### src/rtl/lcd_char_feeder.sv
// rtl/lcd_char_feeder.sv - LCD controller front end: startup sequencing, character FIFO, paced sends
module lcd_char_feeder #(
    parameter int FIFO_DEPTH   = 16,
    parameter int START_DELAY  = 1000,
    parameter int READY_CYCLES = 200000,
    parameter int CHAR_GAP     = 2000,
    parameter bit FILTER       = 1'b1
) (
    input  logic                          clk,
    input  logic                          reset,
    input  logic                          in_valid,
    input  logic [7:0]                    in_data,
    output logic                          in_ready,
    output logic                          lcd_init,
    output logic                          lcd_enviar,
    output logic [7:0]                    lcd_info,
    output logic                          lcd_ready,
    output logic [$clog2(FIFO_DEPTH):0]   fifo_count,
    output logic [7:0]                    char_count
);

    localparam int AW = $clog2(FIFO_DEPTH);
    localparam int CW = AW + 1;

    typedef enum logic [2:0] {BOOT, INIT, CFG_WAIT, IDLE, SEND, GAP} state_t;

    state_t        state_q, state_d;
    logic [31:0]   timer_q, timer_d;
    logic          ready_q, ready_d;
    logic [7:0]    info_q, info_d;
    logic [7:0]    cc_q, cc_d;
    logic [AW-1:0] wr_q, wr_d, rd_q, rd_d;
    logic [CW-1:0] count_q, count_d;
    logic [7:0]    mem_q [FIFO_DEPTH];

    logic storable;
    logic push;
    logic pop;

    // Non-printable bytes are still consumed so the source never stalls on them.
    always_comb begin
        storable = !FILTER || ((in_data >= 8'h20) && (in_data <= 8'h7E));
        in_ready = (count_q != CW'(FIFO_DEPTH));
        push     = in_valid && in_ready && storable;
    end

    always_comb begin
        state_d    = state_q;
        timer_d    = timer_q + 32'd1;
        ready_d    = ready_q;
        info_d     = info_q;
        cc_d       = cc_q;
        pop        = 1'b0;
        lcd_init   = 1'b0;
        lcd_enviar = 1'b0;
        case (state_q)
            BOOT: begin
                if (timer_q == 32'(START_DELAY - 1)) state_d = INIT;
            end
            INIT: begin
                lcd_init = 1'b1;
                state_d  = CFG_WAIT;
            end
            CFG_WAIT: begin
                if (timer_q == 32'(READY_CYCLES - 1)) begin
                    state_d = IDLE;
                    ready_d = 1'b1;
                end
            end
            IDLE: begin
                // Load the head now so it is already on lcd_info during the send pulse.
                if (count_q != '0) begin
                    state_d = SEND;
                    info_d  = mem_q[rd_q];
                    cc_d    = cc_q + 8'd1;
                end
            end
            SEND: begin
                lcd_enviar = 1'b1;
                pop        = 1'b1;
                state_d    = GAP;
            end
            GAP: begin
                if (timer_q == 32'(CHAR_GAP - 1)) state_d = IDLE;
            end
            default: state_d = BOOT;
        endcase
        if (state_d != state_q) timer_d = '0;
    end

    always_comb begin
        wr_d    = wr_q + AW'(push);
        rd_d    = rd_q + AW'(pop);
        count_d = count_q + CW'(push) - CW'(pop);
    end

    always_ff @(posedge clk) begin
        if (reset) begin
            state_q <= BOOT;
            timer_q <= '0;
            ready_q <= 1'b0;
            info_q  <= 8'h00;
            cc_q    <= 8'h00;
            wr_q    <= '0;
            rd_q    <= '0;
            count_q <= '0;
        end else begin
            state_q <= state_d;
            timer_q <= timer_d;
            ready_q <= ready_d;
            info_q  <= info_d;
            cc_q    <= cc_d;
            wr_q    <= wr_d;
            rd_q    <= rd_d;
            count_q <= count_d;
        end
    end

    always_ff @(posedge clk) begin
        if (push) mem_q[wr_q] <= in_data;
    end

    assign lcd_info   = info_q;
    assign lcd_ready  = ready_q;
    assign fifo_count = count_q;
    assign char_count = cc_q;

endmodule

### config.mk
export PLATFORM = sky130hd
export DESIGN_NAME = lcd_char_feeder
export DESIGN_NICKNAME = d
export VERILOG_FILES = /design/src/rtl/lcd_char_feeder.sv
export SDC_FILE = /design/constraint.sdc
export NUM_CORES = 1
export LEC_CHECK = 0
export CELL_PAD_IN_SITES_DETAIL_PLACEMENT = 0
export CELL_PAD_IN_SITES_GLOBAL_PLACEMENT = 2
export CORE_MARGIN = 2
export CORE_UTILIZATION = 46
export CTS_CLUSTER_DIAMETER = 60
export DETAILED_ROUTE_END_ITERATION = 10
export GPL_ROUTABILITY_DRIVEN = 0
export PLACE_DENSITY = 0.93
export RECOVER_POWER = 100
export SLEW_MARGIN = 10
export SYNTH_ARGS = -nofsm -noshare
export SYNTH_HDL_FRONTEND = slang
export SYNTH_SLANG_ARGS = --single-unit
### constraint.sdc
create_clock -name clk -period 4.9 [get_ports clk]
set_input_delay 0.49 -clock clk [delete_from_list [all_inputs] [get_ports clk]]
set_output_delay 0.49 -clock clk [all_outputs]
set_load 0.01 [all_outputs]
## Yosys cells after proc, flatten, opt, wreduce, memory -nomap -nowiden

Memories as Yosys holds them, arrays and structs flattened. A register that Yosys moved wholly into a read port is not among the register bits.
Index checks and enable logic that the tools add are counted.
W data, S select, Z words.

| operators by class | value |
|---|---|
| div/mod/pow operators | 0 |
| reduce and logical (&&, ||, !) cells | 8 |
| add/subtract/negate cells | 6 |
| eq/ne operators | 10 |
| shift-type cells | 0 |
| multipliers | 0 |
| bitwise logic cells | 0 |
| mux-type cells | 9 |
| magnitude comparators | 2 |

Operator list:

| kind | count |
|---|---|
| $add A32 B1 Y32 const B | 1 |
| $eq A32 B10 Y1 const B | 1 |
| $eq A32 B11 Y1 const B | 1 |
| $eq A32 B18 Y1 const B | 1 |
| $pmux W3 S6 | 1 |
| $mux W3 | 4 |
| $add A4 B1 Y4 | 2 |
| $add A8 B1 Y8 const B | 1 |
| $ge A8 B6 Y1 const B | 1 |
| $le A8 B7 Y1 const B | 1 |
| $eq A3 B2 Y1 const B | 2 |
| $eq A3 B3 Y1 const B | 2 |
| $add A5 B1 Y5 | 1 |
| $ne A5 B5 Y1 const B | 1 |
| $reduce_bool A5 Y1 | 1 |
| $sub A5 B1 Y5 | 1 |
| $mux W1 | 4 |
| $reduce_and A2 Y1 | 2 |
| $eq A3 B1 Y1 const B | 1 |
| $logic_and A1 B1 Y1 | 3 |
| $logic_not A3 Y1 | 1 |
| $ne A3 B3 Y1 | 1 |
| $reduce_or A2 Y1 | 1 |

| storage, ports and cells | value |
|---|---|
| output and inout port bits | 25 |
| register bits after elaboration | 57 |
| input port bits | 11 |
| ROM bits | 0 |
| memories | 1 |
| latch bits | 0 |
| bits in writable memories | 128 |

Memory list:

| name | words | bits a word | read ports | clocked after memory_dff | write ports | RTL line | source |
|---|---|---|---|---|---|---|---|
| mem_q | 16 | 8 | 1 | 1 | 1 | 34 | `logic [7:0] mem_q [FIFO_DEPTH];` |

## Longest topological paths before layout

Gate-level depths: netlist of run 1.

| depth | value |
|---|---|
| depth in word-level cells | 5 |
| mapped depth | 14 |

## Least setup slack after synthesis of run 1

No wires, ideal clock.

| timing path | value |
|---|---|
| path type | reg-to-reg |
| start | reg count_q[2] (netlist: fifo_count[2]) |
| end | reg count_q[4] (netlist: fifo_count[4]) |
| arrival time | 2792 ps |
| cell stages (with the launch flop) | 15 |
| setup slack | 2038 ps |
| required time | 4829 ps |
| cell sequence | dfxtp_1 > inv_1 > ha_1 > and3_1 > or4_1 > ha_1 > inv_1 > ha_1 > inv_1 > fa_1 > inv_1 > a21oi_1 > nor2_1 > or3_1 > a21oi_1 |

| on the way | value |
|---|---|
| longest elaborated chain between the ends | 5 |

Ends and longest elaborated chain:

| element | RTL line | source |
|---|---|---|
| start: declaration | 33 | `logic [CW-1:0] count_q, count_d;` |
| start signal: assignment | 115 | `count_q <= count_d;` |
| $ne A5 B5 Y1 | 43 | `in_ready = (count_q != CW'(FIFO_DEPTH));` |
| $logic_and A1 B1 Y1 (2 in a row) | 44 | `push = in_valid && in_ready && storable;` |
| $add A5 B1 Y5 * | 94 | `count_d = count_q + CW'(push) - CW'(pop);` |
| $sub A5 B1 Y5 * | 94 |  |

Mark *: on every way between the ends. The rest lies on a longest branch, timed or not.
A chain may end at the register's enable or synchronous reset.

==> impl_metrics.csv, run 1 <==
group,metric,value,unit
sta,period_share,75.6,%
route,wl_met1,7140,um
sta,clock_skew,0.00765,ns
placed_design,portBuffers,35,
cells_and_area,regArea,5150,um^2
yosys,post_synth_xor_area_fraction,4.69,%
clock_tree,clockBufferDepth,2,
run,maxCapViolations,1,
yosys,synthArstFlopShare,0,%
cells_and_area,fillCellCount,1443,
global_route,grt_pass1_vias,4669,
route,drt-wirelength-per-cell,18.8,um
yosys,ys_seq_area_share,64.1,%
yosys,synth_compound_area_share,3.89,%
setup_path,start_kind,"flip-flop",
sta,max-slew-margin-rel,-46.4,%
clock_tree,root_buffer,"clkbuf_16",
sta,worst_pin_slew,2.20,ns
yosys,synth_cells,594,
clock_tree,cts_resized,0,
placed_design,dp_hpwl,10800,um
floorplanning,start_util,46.8,%
placed_design,dpl_cell_area,8630,um^2
cells_and_area,stdcell_area,9130,um^2
route,met2_length,8000,um
route,met3_length,929,um
power_and_ir_drop,seqPwrFrac,54.9,%
yosys,yosys.area_share.simple,13.6,%
power_and_ir_drop,peakVddDrop,0.212,mV
setup_path,critPathKind,"reg2reg",
run_status,violations,"max-capacitance violations, max-slew violations",
yosys,synth.area.top_cells,"edfxtp_1, dfxtp_1, mux4_2, nor2_1, xnor2_1",
setup_path,critPathRequiredTime,5.21,ns
yosys,synth_seq_cells,193,
power_and_ir_drop,clkPwrFrac,40.7,%
yosys,netlist-cell-type-count,43,
sta,finalSetupTns,0,ns
floorplanning,die_w,136,um
floorplanning,dieArea,18500,um^2
global_route,grt_max_degree,35,
cells_and_area,area_growth,13.7,%
yosys,synth_commonest_cells,"edfxtp_1, nor2_1, dfxtp_1",
yosys,synth_area_leader_cell,"edfxtp_1",
cells_and_area,antenna_cells,0,
clock_tree,cts.clk_slew.worst_paths,0.07,ns
route,dr.pass1.iters,5,
route,drcViolationCount,0,
clock_tree,clkSinkCount,193,
global_route,grtUsageTotal,18.9,%
floorplanning,die_h,136,um
global_route,antenna_found_initial,0,
route,top_layer,"met4",
yosys,synth_top_family_by_area,"simple AND/OR/NAND/NOR gates",
sta,drv_slew,27,
sta,timing.fmax,0.270,GHz
setup_path,worstPathArrival,4.02,ns
sta,setup_viol,0,
sta,rsz0062_at_grt,"false",
cells_and_area,multi_input_area,2670,um^2
clock_tree,cts_buffers,17,
yosys,synthMuxAreaShare,9.10,%
floorplanning,core_area,17200,um^2
floorplanning,io_pins,36,
setup_path,crit_path_end_kind,"flip-flop",
global_route,overflow,0,
setup_path,critPathMaxFanout,26,
clock_tree,cts.hold.buffers_added,0,
cells_and_area,drive_gt1_share,10.5,%
clock_tree,cts_setup_buffers,0,
clock_tree,htreeDepth,4,
power_and_ir_drop,power.density,353,nW/um^2
yosys,netlist_area,8030,um^2
route,viasPerCell,5.54,
global_route,grt_pass1_wl,25700,um
yosys,synth_fp_nets,618,
yosys,synthAdderAreaFrac,2.12,%
route,wl,16400,um
yosys,yosysMostFrequentCell,"edfxtp_1",
yosys,synth.avg_cell_area,13.5,um^2
sta,hold_violations,0,
cells_and_area,utilization,53.2,%
route,ant_nets,0,
run_status,status,"complete, but fails checks",
clock_tree,clock_latency,0.43,ns
power_and_ir_drop,swShare,21.9,%
sta,fin_crit,3.70,ns
yosys,synth_edf_count,128,
yosys,synth_top_area_share,47.9,%
clock_tree,cts_tree,"built",
route,dr.first_iter.drc_count,449,
yosys,synth_ff_type,"edfxtp_1",
worst_hold_path,hold_class,"reg2reg",
yosys,synth_warnings,0,
route,dr_total_vias,4833,
cells_and_area,fin_nets,658,
floorplanning,rows,48,
power_and_ir_drop,p_int,2520,uW
power_and_ir_drop,leakage,0.00311,uW
power_and_ir_drop,power.switching,704,uW
power_and_ir_drop,combPwrFrac,4.5,%
## sequential cells by signal, indices dropped and copies added (netlist names)
signal / cells
lcd_info: 8
rd_q: 4
lcd_ready: 1
fifo_count: 5
wr_q: 4
mem_q: 128
state_q: 3
timer_q: 32
char_count: 8
## metrics by stage
step	hold slack, ns	total power [uW]	instances	setup slack (ns)
floorplan	0.426	1880	594	2.04
global placement	0.441	1950	840	1.23
detailed placement	0.459	1960	840	1.20
CTS	0.468	3260	872	1.61
global route	0.484	3330	872	0.753
finish	0.467	3220	872	1.20
## layout by cell type, fill, tap and decap left out, types with 2 or more instances in the layout
cell type	Yosys	routed
or4b_1	3	3
buf_4	0	3
nor3b_1	4	4
and4_1	4	4
nor2b_1	8	8
xnor2_1	25	25
clkdlybuf4s50_1	0	2
inv_8	0	3
nand4_1	14	14
nand3_1	20	20
nor2_1	78	78
dfxtp_1	65	64
nand2_1	45	45
dlygate4sd3_1	0	33
nor4b_1	2	2
clkinv_2	0	3
and2_1	5	5
clkbuf_16	0	18
o21ai_0	3	3
nand2b_1	4	4
a22oi_1	16	16
nor4_1	6	6
nand3b_1	3	3
inv_1	12	12
edfxtp_1	128	128
clkinvlp_4	0	2
and3_1	8	8
inv_6	0	2
or3_1	4	4
nor3_1	8	8
o21a_1	1	2
xor2_1	18	18
mux4_2	32	32
clkbuf_1	14	14
a21oi_1	23	23
or4_1	2	3
ha_1	12	12
## logic make-up after synthesis
logic type                 count (synthesis)
AOI/OAI and AO/OA                         49
xor gates and xnor gates                  43
adders and majority gates                 13
buffers and inverters                     42
DFF                                      193
muxes                                     33
and+or+nand+nor                          221
## final timing paths
check / cells past startpoint / startpoint / end / slack, ns
worst max-delay path: 6 / rd_q[0] / lcd_info[3] / 1.20
worst min-delay path: 1 / timer_q[0] / timer_q[0] / 0.47
worst max register to register: 6 / rd_q[0] / lcd_info[3] / 1.20
worst min register to register: 1 / timer_q[0] / timer_q[0] / 0.47
## final cells by class
| cell class | instances | area share, % |
|---|---|---|
| Sequential cell | 193 | 56.4 |
| Multi-Input combinational cell | 359 | 29.3 |
| Clock buffer | 20 | 5.13 |
| Timing Repair Buffer | 51 | 4.62 |
| Tap cell | 225 | 3.08 |
| Clock inverter | 12 | 1.06 |
| Inverter | 12 | 0.493 |
## power groups by stage
stage	sequential (uW)	combinational [uW]	clock [uW]
2_1_floorplan	1800	78.7	0
3_3_place_gp	1800	150	0
3_5_place_dp	1800	152	0
4_1_cts	1770	154	1330
5_1_grt	1770	160	1400
6_report	1770	145	1310
## worst max-delay path, cell delays in order (launching register included)
cell and delay, ns:
dfxtp_1 0.63, clkbuf_1 1.62, mux4_2 0.66, a22oi_1 0.24, a21oi_1 0.17, a21oi_1 0.18
nor2_1 0.05
## layer usage
layer	global-route usage [%]	vias up
li1	-	2276
met1	25.7	2391
met2	29.6	144
met3	4.47	22
met4	7.23	0
met5	0	-
No activity file was read; power rests on OpenSTA's default activity.
==> run 2, diff against run 1 <==
--- a/config.mk
+++ b/config.mk
@@ -8,11 +8,11 @@
 export CELL_PAD_IN_SITES_DETAIL_PLACEMENT = 0
 export CELL_PAD_IN_SITES_GLOBAL_PLACEMENT = 2
 export CORE_MARGIN = 2
-export CORE_UTILIZATION = 46
+export CORE_UTILIZATION = 43
 export CTS_CLUSTER_DIAMETER = 60
 export DETAILED_ROUTE_END_ITERATION = 10
 export GPL_ROUTABILITY_DRIVEN = 0
-export PLACE_DENSITY = 0.93
+export PLACE_DENSITY = 0.88
 export RECOVER_POWER = 100
 export SLEW_MARGIN = 10
 export SYNTH_ARGS = -nofsm -noshare
==> constraint.sdc (replaced) <==
create_clock -name clk -period 3.43 [get_ports clk]
set_input_delay 0.343 -clock clk [delete_from_list [all_inputs] [get_ports clk]]
set_output_delay 0.343 -clock clk [all_outputs]
set_load 0.01 [all_outputs]
==> run 2 against run 1 <==
Effect of this change: the run now ends clean; via count down 0.52%; register-to-register slack worse by 0.83 ns; combinational power up 51%; largest cell class unchanged; largest power group unchanged; highest routed layer unchanged.
==> impl_metrics.csv, run 2 (synthesized netlist as in run 1, its figures left out) <==
group,metric,value,unit
floorplanning,core_area,18100,um^2
setup_path,cp_slowest_cell,"or4_1",
clock_tree,root_buffer,"clkbuf_16",
placed_design,dp_hpwl,11100,um
power_and_ir_drop,power,4640,uW
setup_path,critPathRequiredTime,3.79,ns
clock_tree,cts.hold.buffers_added,0,
power_and_ir_drop,p_int,3560,uW
floorplanning,io_pins,36,
global_route,grtUsageTotal,17.6,%
power_and_ir_drop,swShare,23.2,%
route,dr.pass1.iters,6,
clock_tree,cts_buffers,17,
floorplanning,start_util,44.3,%
cells_and_area,layout_commonest_cell,"edfxtp_1",
setup_path,critical-path-max-stage-delay,0.61,ns
clock_tree,clkSinkCount,193,
global_route,grt_pass1_vias,4718,
route,viasPerCell,5.40,
cells_and_area,drive_gt1_share,10.7,%
setup_path,crit_buf_inv,4,
setup_path,cp_top_family,"simple AND/OR/NAND/NOR gates",
global_route,antenna_found_initial,0,
clock_tree,cts_tree,"built",
setup_path,r2r_setup_slack,0.37,ns
sta,finalWorstSetupSlack,0.365,ns
global_route,overflow,0,
sta,fin_crit,3.06,ns
sta,hold_violations,0,
sta,max-slew-margin-rel,7.58,%
cells_and_area,regArea,5150,um^2
sta,clock_skew,0.0105,ns
power_and_ir_drop,clkPwrFrac,40.8,%
sta,drv_slew,0,
route,dr.first_iter.drc_count,354,
floorplanning,die_w,141,um
global_route,grt_max_degree,35,
global_route,grt_pass1_wl,26300,um
cells_and_area,fin_nets,672,
run,maxCapViolations,0,
placed_design,place_ws,0.213,ns
cells_and_area,area_growth,14.6,%
route,drcViolationCount,0,
cells_and_area,multi_input_area,2680,um^2
clock_tree,cts_resized,0,
route,wl,16600,um
setup_path,worstPathArrival,3.43,ns
floorplanning,die_h,141,um
cells_and_area,top_regs,"mem_q: 128 flops, timer_q: 32 flops",
cells_and_area,largest_reg_flops,128,
placed_design,portBuffers,35,
clock_tree,cts_setup_buffers,0,
setup_path,critPathMaxFanout,4,
clock_tree,clockBufferDepth,2,
power_and_ir_drop,power.density,504,nW/um^2
route,dr_total_vias,4808,
cells_and_area,top_register,"mem_q",
clock_tree,cts.clk_slew.worst_paths,0.07,ns
cells_and_area,final_cell_mix,"edfxtp_1, nor2_1, dfxtp_1",
run_status,status,"finished clean",
worst_hold_path,hold_class,"reg2reg",
route,ant_nets,0,
sta,rsz0062_at_grt,"false",
sta,worst_pin_slew,1.39,ns
power_and_ir_drop,power.switching,1080,uW
floorplanning,rows,49,
setup_path,path_cells,"inv_1 -> ha_1 -> and3_1 -> or4_1 -> ha_1 -> inv_1 -> ha_1 -> inv_1 -> fa_1 -> inv_1 -> a21oi_1 -> nor2_1 -> or3_1 -> a21oi_1",
clock_tree,clock_latency,0.44,ns
floorplanning,dieArea,19800,um^2
cells_and_area,fillCellCount,1546,
sta,period_share,89.3,%
power_and_ir_drop,combPwrFrac,4.7,%
power_and_ir_drop,leakage,0.00313,uW
clock_tree,htreeDepth,4,
sta,finalSetupTns,0,ns
power_and_ir_drop,seqPwrFrac,54.5,%
cells_and_area,utilization,50.7,%
sta,setup_viol,0,
setup_path,critPathKind,"reg2reg",
power_and_ir_drop,peakVddDrop,0.343,mV
setup_path,crit_path_end_kind,"flip-flop",
route,drt-wirelength-per-cell,18.6,um
cells_and_area,antenna_cells,0,
setup_path,crit_top_cell,"inv_1",
sta,timing.fmax,0.326,GHz
setup_path,start_kind,"flip-flop",
-- run 2: final timing paths --
| check | start | to | depth (start not counted) |
|---|---|---|---|
| worst max-delay path | fifo_count[2] | fifo_count[4] | 14 |
| worst min-delay path | timer_q[0] | timer_q[0] | 1 |
| worst max register to register | fifo_count[2] | fifo_count[4] | 14 |
| worst min register to register | timer_q[0] | timer_q[0] | 1 |
-- run 2: area by class of cell --
| cell class | instances | area share (%) |
|---|---|---|
| timing repair buffer | 65 | 5.23 |
| tap | 229 | 3.11 |
| multi-input combinational | 359 | 29.1 |
| clock inverter | 14 | 1.51 |
| sequential | 193 | 55.9 |
| inverter | 12 | 0.489 |
| clock buffer | 18 | 4.66 |
-- run 2: per-layer routing --
layer	vias up	part of all wire, %	global-route usage [%]
met1	2390	46	24.4
li1	2297	-	-
met3	20	5.4	4.35
met4	0	1.5	6.16
met5	-	0	0
met2	101	47	27.2
-- run 2: worst reg2reg max path, stage by stage, from the launching register on --
cell and delay [ns]:
dfxtp_1 0.37, inv_1 0.08, ha_1 0.21, and3_1 0.20
or4_1 0.61, ha_1 0.31, inv_1 0.04, ha_1 0.18
inv_1 0.07, fa_1 0.20, inv_1 0.05, a21oi_1 0.14
nor2_1 0.07, or3_1 0.33, a21oi_1 0.14
-- run 2: power groups by stage --
| stage | Sequential, uW | Clock [uW] | Combinational (uW) |
|---|---|---|---|
| final | 2520 | 1890 | 219 |
| after global routing | 2530 | 2020 | 241 |
| after CTS | 2520 | 1930 | 238 |
| after detailed placement | 2580 | 0 | 236 |
| after global placement | 2570 | 0 | 231 |
| after floorplan | 2580 | 0 | 112 |
-- run 2: through the flow --
step / cells / hold slack, ns / cell area, um^2
after floorplan: 594 / 0.426 / 8030
after global placement: 858 / 0.441 / 8740
after detailed placement: 858 / 0.450 / 8740
after CTS: 890 / 0.460 / 9300
after global routing: 890 / 0.505 / 9210
final: 890 / 0.460 / 9210
